--- config.mk ---
export PLATFORM = sky130hd
export DESIGN_NAME = shot_sequencer_flat
export DESIGN_NICKNAME = d
export VERILOG_FILES = /design/src/rtl/shot_sequencer_pkg.sv /design/src/rtl/shot_sequencer_if.sv /design/src/rtl/shot_sequencer_hit_detect.sv /design/src/rtl/shot_sequencer.sv /design/src/flat_wrapper.sv
export SDC_FILE = /design/constraint.sdc
export NUM_CORES = 1
export LEC_CHECK = 0
export CORE_ASPECT_RATIO = 0.6
export CORE_UTILIZATION = 35
export CTS_CLUSTER_SIZE = 40
export DETAILED_ROUTE_END_ITERATION = 10
export HOLD_SLACK_MARGIN = 0.1
export SLEW_MARGIN = 30
export SYNTH_ARGS = -nofsm -noshare
export SYNTH_HDL_FRONTEND = slang
export SYNTH_SLANG_ARGS = --single-unit
--- constraint.sdc ---
create_clock -name clk64M -period 8.9 [get_ports clk64M]
set_input_delay 1.335 -clock clk64M [delete_from_list [all_inputs] [get_ports clk64M]]
set_output_delay 1.335 -clock clk64M [all_outputs]
set_load 0.1 [all_outputs]
--- src/rtl/shot_sequencer_pkg.sv ---
// Shared types and default sizes for the shot sequencer.
// The state encodings are visible in the register file, so the values are fixed.
package shot_sequencer_pkg;

    localparam int unsigned NCH_DEF = 6;
    localparam int unsigned SW_DEF  = 16;
    localparam int unsigned TW_DEF  = 16;

    typedef enum logic [1:0] {
        StIdle    = 2'd0,
        StArmed   = 2'd1,
        StCapture = 2'd2,
        StDone    = 2'd3
    } seq_state_t;

endpackage

--- src/rtl/shot_sequencer_if.sv ---
// Register-file side of the shot sequencer: controls, sample bus and results.
// The master drives controls and samples; the slave (sequencer) returns status and results.
interface shot_sequencer_if #(
    parameter int unsigned NCH = shot_sequencer_pkg::NCH_DEF,
    parameter int unsigned SW  = shot_sequencer_pkg::SW_DEF,
    parameter int unsigned TW  = shot_sequencer_pkg::TW_DEF
);

    logic              arm;
    logic              abort;
    logic [SW-1:0]     midscale;
    logic [SW-1:0]     thresh;
    logic [TW-1:0]     window;
    logic              smp_valid;
    logic [NCH*SW-1:0] smp;

    logic [1:0]        state;
    logic              busy;
    logic              done;
    logic [NCH-1:0]    hit_mask;
    logic [2:0]        first_ch;
    logic [NCH*TW-1:0] ts;
    logic [TW-1:0]     cnt;

    modport master (
        output arm, abort, midscale, thresh, window, smp_valid, smp,
        input  state, busy, done, hit_mask, first_ch, ts, cnt
    );

    modport slave (
        input  arm, abort, midscale, thresh, window, smp_valid, smp,
        output state, busy, done, hit_mask, first_ch, ts, cnt
    );

endinterface

--- src/rtl/shot_sequencer_hit_detect.sv ---
// Single-channel threshold compare: hit when |smp - midscale| > thresh on a valid strobe.
// The difference is taken one bit wider than the sample so it never wraps.
module hit_detect #(
    parameter int unsigned SW = 16
) (
    input  logic [SW-1:0] smp,
    input  logic [SW-1:0] midscale,
    input  logic [SW-1:0] thresh,
    input  logic          valid,
    output logic          hit
);

    logic [SW:0] diff;
    logic [SW:0] dev;

    always_comb begin
        diff = {1'b0, smp} - {1'b0, midscale};
        dev  = diff[SW] ? (~diff + 1'b1) : diff;
        hit  = valid && (dev > {1'b0, thresh});
    end

endmodule

--- src/rtl/shot_sequencer.sv ---
// Shot sequencer: arms on a register pulse, timestamps the first threshold crossing
// per channel relative to the earliest hit, and closes on full mask or window expiry.
module shot_sequencer
    import shot_sequencer_pkg::*;
#(
    parameter int unsigned NCH = NCH_DEF,
    parameter int unsigned SW  = SW_DEF,
    parameter int unsigned TW  = TW_DEF
) (
    input  logic            clk64M,
    input  logic            ares,
    shot_sequencer_if.slave bus
);

    localparam logic [NCH-1:0] AllHit = '1;

    seq_state_t        state_q;
    logic              busy_q;
    logic              done_q;
    logic [NCH-1:0]    mask_q;
    logic [2:0]        first_q;
    logic [NCH*TW-1:0] ts_q;
    logic [TW-1:0]     cnt_q;

    logic [NCH-1:0]    hits;
    logic [NCH-1:0]    new_hits;
    logic [NCH-1:0]    mask_n;
    logic [TW-1:0]     cnt_n;
    logic [2:0]        first_idx;

    for (genvar k = 0; k < NCH; k++) begin : g_hit
        hit_detect #(
            .SW(SW)
        ) u_hit (
            .smp      (bus.smp[k*SW +: SW]),
            .midscale (bus.midscale),
            .thresh   (bus.thresh),
            .valid    (bus.smp_valid),
            .hit      (hits[k])
        );
    end

    always_comb begin
        first_idx = '0;
        for (int k = NCH - 1; k >= 0; k--) begin
            if (hits[k]) first_idx = 3'(k);
        end
        // Tick counter saturates so a very long window cannot alias back to zero.
        cnt_n    = (cnt_q == '1) ? cnt_q : cnt_q + 1'b1;
        new_hits = hits & ~mask_q;
        mask_n   = mask_q | new_hits;
    end

    always_ff @(posedge clk64M or posedge ares) begin
        if (ares) begin
            state_q <= StIdle;
            busy_q  <= 1'b0;
            done_q  <= 1'b0;
            mask_q  <= '0;
            first_q <= '0;
            ts_q    <= '0;
            cnt_q   <= '0;
        end else if (bus.abort) begin
            // Results are kept so software can still read a partial shot.
            state_q <= StIdle;
            busy_q  <= 1'b0;
            done_q  <= 1'b0;
        end else begin
            unique case (state_q)
                StIdle, StDone: begin
                    if (bus.arm) begin
                        state_q <= StArmed;
                        busy_q  <= 1'b1;
                        done_q  <= 1'b0;
                        mask_q  <= '0;
                        first_q <= '0;
                        ts_q    <= '0;
                        cnt_q   <= '0;
                    end
                end
                StArmed: begin
                    if (|hits) begin
                        mask_q  <= hits;
                        first_q <= first_idx;
                        ts_q    <= '0;
                        cnt_q   <= '0;
                        if (hits == AllHit || bus.window == '0) begin
                            state_q <= StDone;
                            busy_q  <= 1'b0;
                            done_q  <= 1'b1;
                        end else begin
                            state_q <= StCapture;
                        end
                    end
                end
                StCapture: begin
                    if (bus.smp_valid) begin
                        cnt_q  <= cnt_n;
                        mask_q <= mask_n;
                        for (int k = 0; k < NCH; k++) begin
                            if (new_hits[k]) ts_q[k*TW +: TW] <= cnt_n;
                        end
                        if (mask_n == AllHit || cnt_n >= bus.window) begin
                            state_q <= StDone;
                            busy_q  <= 1'b0;
                            done_q  <= 1'b1;
                        end
                    end
                end
            endcase
        end
    end

    assign bus.state    = state_q;
    assign bus.busy     = busy_q;
    assign bus.done     = done_q;
    assign bus.hit_mask = mask_q;
    assign bus.first_ch = first_q;
    assign bus.ts       = ts_q;
    assign bus.cnt      = cnt_q;

endmodule

--- src/flat_wrapper.sv ---
// flat-port wrapper written by rule: the top's interface ports become plain ports
module shot_sequencer_flat import shot_sequencer_pkg::*;
#(
    parameter int unsigned NCH = NCH_DEF,
    parameter int unsigned SW  = SW_DEF,
    parameter int unsigned TW  = TW_DEF
)
  (clk64M, ares, bus_arm, bus_abort, bus_midscale, bus_thresh, bus_window, bus_smp_valid, bus_smp, bus_state, bus_busy, bus_done, bus_hit_mask, bus_first_ch, bus_ts, bus_cnt);
  shot_sequencer_if #(.NCH(NCH), .SW(SW), .TW(TW)) bus_i ();
  input  logic clk64M;
  input  logic ares;
  input wire logic [$bits(bus_i.arm)-1:0] bus_arm;
  input wire logic [$bits(bus_i.abort)-1:0] bus_abort;
  input wire logic [$bits(bus_i.midscale)-1:0] bus_midscale;
  input wire logic [$bits(bus_i.thresh)-1:0] bus_thresh;
  input wire logic [$bits(bus_i.window)-1:0] bus_window;
  input wire logic [$bits(bus_i.smp_valid)-1:0] bus_smp_valid;
  input wire logic [$bits(bus_i.smp)-1:0] bus_smp;
  output wire logic [$bits(bus_i.state)-1:0] bus_state;
  output wire logic [$bits(bus_i.busy)-1:0] bus_busy;
  output wire logic [$bits(bus_i.done)-1:0] bus_done;
  output wire logic [$bits(bus_i.hit_mask)-1:0] bus_hit_mask;
  output wire logic [$bits(bus_i.first_ch)-1:0] bus_first_ch;
  output wire logic [$bits(bus_i.ts)-1:0] bus_ts;
  output wire logic [$bits(bus_i.cnt)-1:0] bus_cnt;
  assign bus_i.arm = bus_arm;
  assign bus_i.abort = bus_abort;
  assign bus_i.midscale = bus_midscale;
  assign bus_i.thresh = bus_thresh;
  assign bus_i.window = bus_window;
  assign bus_i.smp_valid = bus_smp_valid;
  assign bus_i.smp = bus_smp;
  assign bus_state = bus_i.state;
  assign bus_busy = bus_i.busy;
  assign bus_done = bus_i.done;
  assign bus_hit_mask = bus_i.hit_mask;
  assign bus_first_ch = bus_i.first_ch;
  assign bus_ts = bus_i.ts;
  assign bus_cnt = bus_i.cnt;
  shot_sequencer #(.NCH(NCH), .SW(SW), .TW(TW)) u_core (.clk64M(clk64M), .ares(ares), .bus(bus_i));
endmodule
==> metrics.md <==
| Metric | Value |
|---|---|
| Crit end category | `flip-flop` |
| Cell chain of the critical path | `clkdlybuf4s50_1, inv_1, ha_1, nand3b_1, a21oi_1, nor2_1, o221a_2, or4b_4, nor3_1, a21oi_1, xnor2_1, ha_1, a21o_1, a2111oi_0, a21oi_1, a31oi_2, buf_4, nand2_1, or4_4, nand2_2, buf_4, mux2_2` |
| Design area | `0.01974 mm2` |
| Total global routing overflow | `0` |
| P&R area growth vs syn | `23.59%` |
| Average cell area after synthesis | `8.655 um2` |
| TritonCTS clock tree | `done` |
| Area leader, netlist | `sky130_fd_sc_hd__dfrtp_1` |
| Maximum single-stage delay on the critical path | `0.75 ns` |
| Element type at the critical path start | `input port` |
| Fin Hold WS | `0.4870 ns` |
| R2R setup slack | `4.11 ns` |
| Via count of the first global-routing pass | `14.58k` |
| Commonest non-fill, non-tap cell in the layout | `sky130_fd_sc_hd__clkdlybuf4s50_1` |
| Post-detailed-route wirelength per cell | `21.40 um` |
| RSZ-0062 raised after global routing | `no` |
| Number of nets in the finished design | `2454` |
| Total wirelength of the detailed-routed design | `57490 um` |
| PortBufs | `273` |
| Number of enable flip-flop cells after synthesis | `0` |
| Vias per inst | `5.758` |
| Total GRT Usage | `0.2416` |
| Number of cells on the worst reg-to-reg path | `22` |
| Peak supply drop | `142.0 uV` |
| Max-Cap Viols | `0` |
| Critical path data arrival time | `8.28 ns` |
| Setup tns final | `0 ns` |
| Part of the Yosys area used for sequential elements | `0.1959` |
| Number of warnings reported in the yosys synthesis log | `0` |
| Shortest period the worst path allows | `7.969 ns` |
| Setup ws final | `0.9305 ns` |
| Fmax achieved | `125.5 MHz` |
| Clock Skew | `0.01500 ns` |
| Placement Setup Slack | `0.6491 ns` |
| Hold path endpoint | `u_core.bus.done` |
| Gates resized, CTS repair | `0` |
| Worst-case clock buffer depth | `2` |
| Max-slew violation count | `0` |
| Width of the die | `277.8 um` |
| Post-synthesis register bit count | `125` |
| Clock tree sinks | `125` |
| Highest-delay cell along the critical path | `sky130_fd_sc_hd__clkdlybuf4s50_1` |
| Most used flip-flop cell after synthesis | `sky130_fd_sc_hd__dfrtp_1` |
| Slew at the pin with the worst max-slew slack | `1.032 ns` |
| Most frequent cells in the layout | `sky130_fd_sc_hd__clkdlybuf4s50_1 (263), sky130_fd_sc_hd__ha_1 (217), sky130_fd_sc_hd__a21oi_1 (149), sky130_fd_sc_hd__nor2_1 (145), sky130_fd_sc_hd__dfrtp_1 (125)` |
| Post-Synthesis Cells | `1845` |
| Total number of H-tree levels | `4` |
| Number of DRC violations after detailed-routing iteration 0 | `1302` |
| Hold buffers post-CTS | `0` |
| Clock-pin slew of the registers on the worst-case setup and hold paths | `0.06 ns` |
| Critical register-to-register path endpoint | `u_core.bus.state[1]` |
| Number of nets produced by synthesis | `2217` |
| Startpoint of the lowest-slack hold path | `u_core.bus.done` |
| Global-route wire length before repair | `87370 um` |
| Global placement routability congestion | `0.9008` |
| Maximum number of pins on one net before global-route repair | `69` |
| Leakage dissipation | `8.997 nW` |
| Crit Path Max Fanout | `16` |
| Drt first pass iters | `7` |
| Hold Crit Class | `flip-flop to flip-flop` |
| Non-Filler Instances | `2687` |
| Largest cells by area after synthesis | `sky130_fd_sc_hd__dfrtp_1 (20%), sky130_fd_sc_hd__ha_1 (17%), sky130_fd_sc_hd__a21oi_1 (4.7%), sky130_fd_sc_hd__mux2_2 (4.6%), sky130_fd_sc_hd__xnor2_1 (4.5%)` |
| Total via count in the routed design | `15.47k` |
| Placement Cell Area | `0.01910 mm2` |
| Hold path depth | `1` |
| Finish-stage setup viols | `0` |
| Proportion of netlist area held by the largest area contributor | `0.1959` |
| Number of unique standard cell types used by synthesis | `103` |
| Num rows | `60` |
| Power per cell area | `166.4 mW/mm2` |
| Worst path most repeated cell | `sky130_fd_sc_hd__a21oi_1` |
| Total count of hold-check failures in the final report | `0` |
| Top-Level Pins | `274` |
| Post-detailed-route count of antenna-violating nets | `0` |
| Die Span Y | `167.5 um` |
| # DRC | `0` |
| Data required time at the worst endpoint | `9.21 ns` |
| Initial core utilization | `0.3557` |
| Inserted Clock Buffers | `17` |
| Result of the run | `completed` |
| Filler Cell Count | `4407` |
| Async set or reset register ratio after synthesis | `1.000` |
| Netlist Area Pre-Place | `0.01597 mm2` |
| Post-DP HPWL | `45800 um` |
| Number of antenna violations at the first check in global routing | `3` |
| Standard cell core area | `0.04489 mm2` |
| Layout cell share with drive strength beyond 1 | `0.09547` |
| Post-CTS Repair Setup Buffers | `0` |
| Floorplan die area | `0.04651 mm2` |
| Critical path class | `input port to flip-flop` |
| Final Cycle Share | `0.8954` |
| Instance count after placement with tap cells included | `2652` |
| Buf/Inv on CP | `4` |
| Remaining max-slew budget at the tightest pin | `0.3099` |
| Source-to-sink clock delay at the later pin of the worst-skew pair | `0.44 ns` |
| Origin of the critical flop-to-flop path | `u_core.bus.cnt[3]` |
| Clock root cell | `sky130_fd_sc_hd__clkbuf_16` |
| Top Family by Delay on Critical Path | `simple AND/OR/NAND/NOR gates` |
==> worst register-to-register path: stages (launching register included) <==
cell	delay, ns
sky130_fd_sc_hd__dfrtp_1	0.50
sky130_fd_sc_hd__and4_1	0.32
sky130_fd_sc_hd__nand4_1	0.17
sky130_fd_sc_hd__nor2_1	0.13
sky130_fd_sc_hd__nand2_1	0.08
sky130_fd_sc_hd__nor2_1	0.17
sky130_fd_sc_hd__and2_1	0.22
sky130_fd_sc_hd__nand4_1	0.35
sky130_fd_sc_hd__xor2_1	0.24
sky130_fd_sc_hd__inv_1	0.09
sky130_fd_sc_hd__ha_1	0.28
sky130_fd_sc_hd__nand2b_1	0.14
sky130_fd_sc_hd__a21o_1	0.17
sky130_fd_sc_hd__a21o_1	0.17
sky130_fd_sc_hd__a21o_1	0.17
sky130_fd_sc_hd__a21oi_1	0.18
sky130_fd_sc_hd__nor2b_1	0.06
sky130_fd_sc_hd__o21ai_0	0.20
sky130_fd_sc_hd__a211oi_1	0.11
sky130_fd_sc_hd__o31ai_1	0.30
sky130_fd_sc_hd__o211ai_1	0.29
sky130_fd_sc_hd__o21ai_1	0.21
sky130_fd_sc_hd__a32o_1	0.16
==> logic make-up (layout without fill, tap and decap cells) <==
logic type,after synthesis,in the layout,synth area share
AND/OR/NAND/NOR,542,542,0.1769
AO/OA/AOI/OAI,536,536,0.2357
adder cells (fa/ha/maj),223,223,0.1776
buffers and inverters,158,408,0.04443
XOR/XNOR,149,149,0.08173
flip-flops,125,125,0.1959
multiplexers,112,112,0.08784
other,0,3,0
==> flip-flops by register name, summed over array words and instances, names as in the netlist <==
name,cells
u_core.bus.first_ch,3
u_core.bus.ts,96
u_core.bus.busy,1
u_core.bus.state,2
u_core.bus.hit_mask,6
u_core.bus.done,1
u_core.bus.cnt,16
==> per-layer routing <==
layer,track usage,vias up,share of wire
met5,0,-,0
met4,0.05501,0,0.017
met3,0.03404,66,0.055
met2,0.3533,497,0.42
met1,0.3690,7541,0.51
li1,-,7367,-
==> area by class of cell <==
class / instances / area (um2) / area share
Antenna cell: 3 / 7.507 / 0.0003804
Timing Repair Buffer: 283 / 2758 / 0.1397
Inverter: 93 / 351.6 / 0.01782
Tap cell: 589 / 737.0 / 0.03734
Sequential cell: 125 / 3128 / 0.1585
Clock inverter: 14 / 183.9 / 0.009320
Multi-Input combinational cell: 1562 / 12130 / 0.6147
Clock buffer: 18 / 439.2 / 0.02225
==> power breakdown <==
group          switching, mW  total, mW  leakage [nW]  internal, mW
sequential            0.0234      0.621          1.74         0.597
combinational           1.22       1.92          6.96         0.702
clock                  0.288      0.741         0.292         0.453
==> worst max path at each step <==
stage,from,end,slack [ns],depth (start not counted)
after floorplan,bus_midscale[6],u_core.bus.ts[64],2.35,23
after global placement,bus_midscale[1],u_core.bus.cnt[2],0.83,23
after detailed placement,bus_midscale[1],u_core.bus.cnt[7],0.65,22
after CTS,bus_midscale[1],u_core.bus.cnt[15],1.09,22
after global routing,bus_midscale[1],u_core.bus.cnt[15],0.59,26
final,bus_midscale[1],u_core.bus.cnt[15],0.93,22
==> cell usage after synthesis (all sizes together), types with 8 or more instances <==
| library cell | n |
|---|---|
| ha | 217 |
| a21oi | 152 |
| nor2 | 146 |
| dfrtp | 125 |
| mux2 | 105 |
| inv | 93 |
| nand2 | 92 |
| xnor2 | 82 |
| o21ai | 70 |
| a21o | 69 |
| xor2 | 67 |
| nor3 | 44 |
| nand3 | 43 |
| and2 | 40 |
| nand4 | 38 |
| buf | 34 |
| clkbuf | 31 |
| nand2b | 27 |
| o211ai | 27 |
| a211oi | 26 |
| nor2b | 26 |
| a31oi | 25 |
| o21a | 25 |
| and3 | 18 |
| a22o | 14 |
| o31ai | 13 |
| nor4 | 12 |
| or3 | 12 |
| or2 | 11 |
| and4 | 9 |
| o2111a | 9 |
| o2111ai | 9 |
| o21bai | 8 |
==> metrics by stage <==
| stage | util | total power, mW |
|---|---|---|
| after detailed placement | 0.4256 | 2.512 |
| final | 0.4396 | 3.283 |
| after global placement | 0.4267 | 2.475 |
| after CTS | 0.4394 | 3.267 |
| after global routing | 0.4395 | 3.481 |
| after floorplan | - | 2.031 |
No activity file was read; power rests on OpenSTA's default activity.
